### config.mk
export PLATFORM = sky130hd
export DESIGN_NAME = sha256_round_engine_flat
export DESIGN_NICKNAME = d
export VERILOG_FILES = /design/src/rtl/sha256_if.sv /design/src/rtl/sha256_round_engine.sv /design/src/flat_wrapper.sv
export SDC_FILE = /design/constraint.sdc
export NUM_CORES = 2
export LEC_CHECK = 0
export CORE_ASPECT_RATIO = 1.1
export CORE_UTILIZATION = 35
export DETAILED_ROUTE_END_ITERATION = 10
export HOLD_SLACK_MARGIN = 0.03
export RECOVER_POWER = 100
export SYNTH_ARGS = -nofsm -noshare
export SYNTH_HDL_FRONTEND = slang
export SYNTH_SLANG_ARGS = --single-unit
### constraint.sdc
create_clock -name clk -period 39.9 [get_ports clk]
set_input_delay 7.98 -clock clk [delete_from_list [all_inputs] [get_ports clk]]
set_output_delay 7.98 -clock clk [all_outputs]
set_load 0.02 [all_outputs]
### src/rtl/sha256_if.sv
// Handshake, block and ROM-lookup signals between the SHA controller/K ROM and the round engine.
interface sha256_if;
  logic         start;
  logic         init;
  logic [511:0] blk;
  logic [5:0]   k_idx;
  logic [31:0]  k_in;
  logic         busy;
  logic         done;
  logic [255:0] digest;

  modport master (output start, init, blk, k_in, input k_idx, busy, done, digest);
  modport slave  (input start, init, blk, k_in, output k_idx, busy, done, digest);
endinterface

### src/rtl/sha256_round_engine.sv
// SHA-256 compression engine: one round per clock, round constant fetched from an external K ROM.
//   state | meaning
//   IDLE  | waiting for start; digest holds the last result
//   ROUND | applying round k_idx (0..63)
//   FINAL | folding a..h into H, done pulses next cycle
module sha256_round_engine #(
  parameter logic [255:0] H_INIT =
    256'h6a09e667_bb67ae85_3c6ef372_a54ff53a_510e527f_9b05688c_1f83d9ab_5be0cd19
) (
  input  logic     clk,
  input  logic     rst,
  sha256_if.slave  bus
);

  typedef enum logic [1:0] {IDLE, ROUND, FINAL} state_t;

  state_t       state_q, state_d;
  logic [5:0]   k_idx_q;
  logic         done_q;
  logic [255:0] h_q;
  logic [31:0]  a, b, c, d, e, f, g, h;
  logic [31:0]  w [16];
  logic [31:0]  t1, t2, w_new;
  logic [255:0] cur;
  logic         busy_c;

  function automatic logic [31:0] bsig0(input logic [31:0] x);
    return {x[1:0], x[31:2]} ^ {x[12:0], x[31:13]} ^ {x[21:0], x[31:22]};
  endfunction

  function automatic logic [31:0] bsig1(input logic [31:0] x);
    return {x[5:0], x[31:6]} ^ {x[10:0], x[31:11]} ^ {x[24:0], x[31:25]};
  endfunction

  function automatic logic [31:0] ssig0(input logic [31:0] x);
    return {x[6:0], x[31:7]} ^ {x[17:0], x[31:18]} ^ {3'b000, x[31:3]};
  endfunction

  function automatic logic [31:0] ssig1(input logic [31:0] x);
    return {x[16:0], x[31:17]} ^ {x[18:0], x[31:19]} ^ {10'b0, x[31:10]};
  endfunction

  always_comb begin
    t1    = h + bsig1(e) + ((e & f) ^ (~e & g)) + bus.k_in + w[0];
    t2    = bsig0(a) + ((a & b) ^ (a & c) ^ (b & c));
    // computed 16 rounds ahead of use, so the window always holds W[t..t+15]
    w_new = ssig1(w[14]) + w[9] + ssig0(w[1]) + w[0];
    cur   = {a, b, c, d, e, f, g, h};
  end

  always_ff @(posedge clk or posedge rst) begin
    if (rst) state_q <= IDLE;
    else     state_q <= state_d;
  end

  always_comb begin
    state_d = state_q;
    busy_c  = 1'b0;
    case (state_q)
      IDLE:    if (bus.start) state_d = ROUND;
      ROUND: begin
        busy_c = 1'b1;
        if (k_idx_q == 6'd63) state_d = FINAL;
      end
      FINAL: begin
        busy_c  = 1'b1;
        state_d = IDLE;
      end
      default: state_d = IDLE;
    endcase
  end

  always_ff @(posedge clk or posedge rst) begin
    if (rst) begin
      k_idx_q <= '0;
      done_q  <= 1'b0;
      h_q     <= H_INIT;
      {a, b, c, d, e, f, g, h} <= '0;
      for (int i = 0; i < 16; i++) w[i] <= '0;
    end else begin
      done_q <= 1'b0;
      case (state_q)
        IDLE: begin
          k_idx_q <= '0;
          if (bus.start) begin
            for (int i = 0; i < 16; i++) w[i] <= bus.blk[511 - 32*i -: 32];
            if (bus.init) begin
              h_q <= H_INIT;
              {a, b, c, d, e, f, g, h} <= H_INIT;
            end else begin
              {a, b, c, d, e, f, g, h} <= h_q;
            end
          end
        end
        ROUND: begin
          h <= g;
          g <= f;
          f <= e;
          e <= d + t1;
          d <= c;
          c <= b;
          b <= a;
          a <= t1 + t2;
          for (int i = 0; i < 15; i++) w[i] <= w[i+1];
          w[15]   <= w_new;
          k_idx_q <= k_idx_q + 6'd1;
        end
        FINAL: begin
          for (int i = 0; i < 8; i++) h_q[32*i +: 32] <= h_q[32*i +: 32] + cur[32*i +: 32];
          done_q <= 1'b1;
        end
        default: ;
      endcase
    end
  end

  assign bus.k_idx  = k_idx_q;
  assign bus.busy   = busy_c;
  assign bus.done   = done_q;
  assign bus.digest = h_q;

endmodule

### src/flat_wrapper.sv
// flat-port wrapper written by rule: the top's interface ports become plain ports
module sha256_round_engine_flat 
#(
  parameter logic [255:0] H_INIT =
    256'h6a09e667_bb67ae85_3c6ef372_a54ff53a_510e527f_9b05688c_1f83d9ab_5be0cd19
)
  (clk, rst, bus_start, bus_init, bus_blk, bus_k_in, bus_k_idx, bus_busy, bus_done, bus_digest);
  sha256_if bus_i ();
  input  logic clk;
  input  logic rst;
  input wire logic [$bits(bus_i.start)-1:0] bus_start;
  input wire logic [$bits(bus_i.init)-1:0] bus_init;
  input wire logic [$bits(bus_i.blk)-1:0] bus_blk;
  input wire logic [$bits(bus_i.k_in)-1:0] bus_k_in;
  output wire logic [$bits(bus_i.k_idx)-1:0] bus_k_idx;
  output wire logic [$bits(bus_i.busy)-1:0] bus_busy;
  output wire logic [$bits(bus_i.done)-1:0] bus_done;
  output wire logic [$bits(bus_i.digest)-1:0] bus_digest;
  assign bus_i.start = bus_start;
  assign bus_i.init = bus_init;
  assign bus_i.blk = bus_blk;
  assign bus_i.k_in = bus_k_in;
  assign bus_k_idx = bus_i.k_idx;
  assign bus_busy = bus_i.busy;
  assign bus_done = bus_i.done;
  assign bus_digest = bus_i.digest;
  sha256_round_engine #(.H_INIT(H_INIT)) u_core (.clk(clk), .rst(rst), .bus(bus_i));
endmodule
### Word level (Yosys, flattened, before mapping)

Cells that the tools add are included.

| word-level totals | value |
|---|---|
| flip-flop bits (word level) | 1033 |
| input port bits | 548 |
| output and inout bits | 264 |
| logic and storage cells | 112 |

| operators by class | value |
|---|---|
| add/sub/neg operators | 19 |
| equal/unequal tests | 6 |
| mux-type cells | 35 |
| bitwise logic cells | 17 |
| reduce and logical (&&, ||, !) cells | 7 |

Operators by type and width:

| cell | number |
|---|---|
| 512-bit one-hot mux with 2 select lines | 1 |
| 32-bit adder | 18 |
| 256-bit two-way mux | 2 |
| 32-bit two-way mux | 16 |
| 512-bit two-way mux | 1 |
| 256-bit one-hot mux with 2 select lines | 1 |
| 32-bit one-hot mux with 2 select lines | 8 |
| 32-bit XOR | 9 |
| 32-bit bitwise AND | 5 |
| 32-bit inverter | 1 |
| 32-bit by 22-bit XOR with 32-bit output | 1 |
| 32-bit by 29-bit XOR with 32-bit output | 1 |
| 6-bit one-hot mux with 2 select lines | 1 |
| 6-bit by 1-bit adder with 6-bit output (second input constant) | 1 |
| 6-bit == test (second input constant) | 1 |
| 2-bit two-way mux | 2 |
| 2-bit inequality test (second input constant) | 2 |
| 2-bit one-hot mux with 2 select lines | 1 |
| 2-bit AND reduction | 2 |
| 2-bit nonzero test | 2 |
| 3-bit AND reduction | 1 |
| 2-bit by 1-bit == test with 1-bit output (second input constant) | 1 |
| 2-bit == test (second input constant) | 1 |
| 2-bit logical NOT | 1 |
| 3 further kinds | 4 |

### Depth between registers and ports, before layout

| depth | value |
|---|---|
| word-level depth | 8 |
| mapped depth | 34 |

### Least setup slack after synthesis

Ideal clock, no wire load.

| timing path | value |
|---|---|
| path kind | input -> register |
| from | input bus_k_in[1] |
| to | register u_core.a[31] |
| setup time | 0.078 ns |
| arrival time | 13.888 ns |
| slack | 25.934 ns |
| stages on the path | 29 |
| cells stage by stage | inv_1 fa_1 fa_1 fa_1 inv_1 ha_1 inv_1 fa_1 nor2b_1 o31a_1 o22ai_2 o31ai_1 a21o_1 a21o_1 nor2_1 nor2_1 inv_1 fa_1 inv_1 ha_1 o21ai_0 nand2b_1 and4_1 a31oi_1 a31oi_1 a311oi_1 nor3_1 xnor3_1 o21ai_1 |

| between the ends | value |
|---|---|
| cells in the longest elaborated chain, start to end | 4 |

RTL lines:

| what | RTL line | source |
|---|---|---|
| start, declared | flat_wrapper.sv:14 | `input wire logic [$bits(bus_i.k_in)-1:0] bus_k_in;` |
| 32-bit adder (2 in a row) | sha256_round_engine.sv:44 | `t1 = h + bsig1(e) + ((e & f) ^ (~e & g)) + bus.k_in + w[0];` |
| 32-bit adder | sha256_round_engine.sv:103 | `a <= t1 + t2;` |
| 32-bit one-hot mux with 2 select lines | sha256_round_engine.sv:82 | `case (state_q)` |
| end signal, assigned | sha256_round_engine.sv:91 | `{a, b, c, d, e, f, g, h} <= h_q;` |
| end signal, assigned | sha256_round_engine.sv:103 |  |
| end, declared | sha256_round_engine.sv:21 | `logic [31:0] a, b, c, d, e, f, g, h;` |

Every way passes these cells.
A chain may end at the register's enable or synchronous reset.

==> flow_metrics.tcl <==
set metrics [dict create \
    status "finished, violations left" \
    violations "capacitance limit, slew limit" \
    ctsResizeCount 0 \
    ys_top_cells_by_area "dfrtp_1, mux2i_1, ha_1, o21ai_0, fa_1" \
    period_minus_slack_ns 24.55 \
    die_x_um 424.5 \
    fmax_mhz 40.73 \
    vias 59360 \
    cp_data_arrival_time_ns 23.30 \
    yosysSeqAreaShare_pct 37.86 \
    cts_root_buf "clkbuf_16" \
    critPathMaxFanout 166 \
    most-common-layout-cells "o21ai_0, nand2_1, dfrtp_1, clkdlybuf4s50_1, mux2i_1" \
    gr-total-overflow 0 \
    endpoint "u_core.w[467]" \
    post_route_cells_drive_above_1_share_pct 5.311 \
    core_mm2 0.1951 \
    cp.required_ns 38.65 \
    antenna_found_initial 71 \
    yosysWarnings 0 \
    cts_made_buffers 130 \
    routed_via_density 5.540 \
    detail_route.wl_per_cell_um 27.84 \
    ant_nets 0 \
    critPathLaunch "rst" \
    postCtsSetupRepairBufs 0 \
    final_core_util_pct 42.71 \
    avgSynthCellArea_um2 9.229 \
    areaGrowthSynthToFinish_pct 21.21 \
    grt_pass1_wl_um 421600 \
    hold_class "register to register" \
    die_h_um 466.8 \
    fillCellCount 19100 \
    start_kind "input pin" \
    grt_usage_pct 29.49 \
    design_area_mm2 0.08331 \
    initial_core_util_pct 35.24 \
    io_buffers 811 \
    final_common_cell "o21ai_0" \
    post-place-cells 10450 \
    critPathKind "input pin to async pin" \
    synth_edf_count 0 \
    ys_ff_latch 1033 \
    drtPass1Iterations 6 \
    cts_hold_buf 0 \
    clk_pin_slew_worst_paths_ns 0.06 \
    place_area_mm2 0.07908 \
    tns_ns 0 \
    drv_slew 2806 \
    clock_path_buffers 3 \
    r2r_cells 10 \
    drtIter0Drc 5081 \
    rows 170 \
    h-tree-depth 4 \
    drc 0 \
    cts.sinks 1033 \
    nets 9116 \
    synth_cells 7447 \
    routed_wl_um 298300 \
    r2r_setup_slack_ns 23.38 \
    hold_viol_final 0 \
    async_flop_share_pct 100.0 \
    ys_types 89 \
    synth_ff_type "dfrtp_1" \
    period_share_pct 61.54 \
    tightest_slew_ns 9.443 \
    rsz0062_at_grt "false" \
    place_hpwl_um 232400 \
    grt_pass1_vias 57520 \
    die-area_mm2 0.1982 \
    setup_viol 0 \
    r2r_start "u_core.state_q[1]" \
    synth_area_leader_cell "dfrtp_1" \
    gp_congestion 0.9688 \
    relSlewSlack_pct -529.6 \
    cts_tree "yes" \
    skew_ns 0.06910 \
    crit_path_end_kind "async pin" \
    clk_latency_ns 0.82 \
    netlist_area_mm2 0.06873 \
    syn-num-nets 8566 \
    ios 812 \
    rr_endpoint "u_core.w[124]" \
    grt_max_degree 220 \
    synth_top_cell_area_share_pct 32.66 \
    maxCapViolations 33 \
    final-instance-count-excl-fill 10710 \
]
[worst max-delay path, cell delays in order]
cell and delay [ns]:
dlygate4sd3_1 0.55, clkinvlp_2 2.49, clkbuf_1 5.28, clkbuf_1 6.35
[cells in the mapped netlist, drive strengths merged (84+ instances only)]
cell type	n
a21o	172
a21oi	455
a22oi	84
clkbuf	459
dfrtp	897
dfstp	136
fa	195
ha	376
inv	337
mux2i	530
nand2	947
nor2	345
o21ai	981
o22ai	120
xnor2	386
xor2	187
[flip-flops by register name, summed over array words and instances, names as in the netlist, 2 cells and up]
| name | cells |
|---|---|
| u_core.w | 512 |
| u_core.a | 32 |
| u_core.g | 32 |
| u_core.state_q | 2 |
| u_core.e | 32 |
| u_core.h | 32 |
| u_core.c | 32 |
| u_core.f | 32 |
| u_core.b | 32 |
| u_core.bus.k_idx | 6 |
| u_core.bus.digest | 256 |
| u_core.d | 32 |
[logic make-up (layout without fill, tap and decap cells)]
group,after synthesis,after routing,synth area share [%]
compound gates,2222,2222,19.33
xor+xnor,574,574,7.335
fa+ha+maj,593,593,12.84
buf+inv,813,1462,4.440
flops,1033,1033,37.86
mux,532,532,7.751
other cells,0,38,0
simple gates,1680,1680,10.44
[stage by stage]
step	setup slack, ns	hold slack, ns
finish	15.35	0.4756
global placement	24.09	0.4598
detailed placement	24.09	0.4699
CTS	24.91	0.4825
floorplan	3.073	0.4496
global route	12.27	0.4953
[cell type report]
cell class / instances / area, µm² / share of cell area, %
Clock inverter: 52 / 700.7 / 0.8411
Antenna cell: 38 / 95.09 / 0.1141
Clock buffer: 179 / 3680 / 4.417
Tap cell: 2580 / 3228 / 3.875
Multi-Input combinational cell: 5601 / 39670 / 47.62
Sequential cell: 1033 / 26020 / 31.23
Inverter: 339 / 1279 / 1.535
Timing Repair Buffer: 892 / 8631 / 10.36
[worst min path at each step]
stage	end	slack, ns	cells past startpoint	start
6_report	u_core.w[368]	0.48	2	u_core.w[368]
5_1_grt	u_core.w[357]	0.50	2	u_core.w[357]
4_1_cts	u_core.w[389]	0.48	2	u_core.w[389]
3_5_place_dp	u_core.w[289]	0.47	2	u_core.w[289]
3_3_place_gp	u_core.w[418]	0.46	2	u_core.w[418]
2_1_floorplan	u_core.w[0]	0.45	2	u_core.w[0]
[layer usage]
metal  vias up  track usage, %  wire (µm)
met4        60           14.86      16610
met2      2297           48.24     140400
li1      27170               -          -
met1     29270           36.50     118500
met3       558           6.449      22410
met5         -               0        393
Power is not shown: default switching activity piles up to over one toggle a cycle in this logic, so the estimate is an artifact.
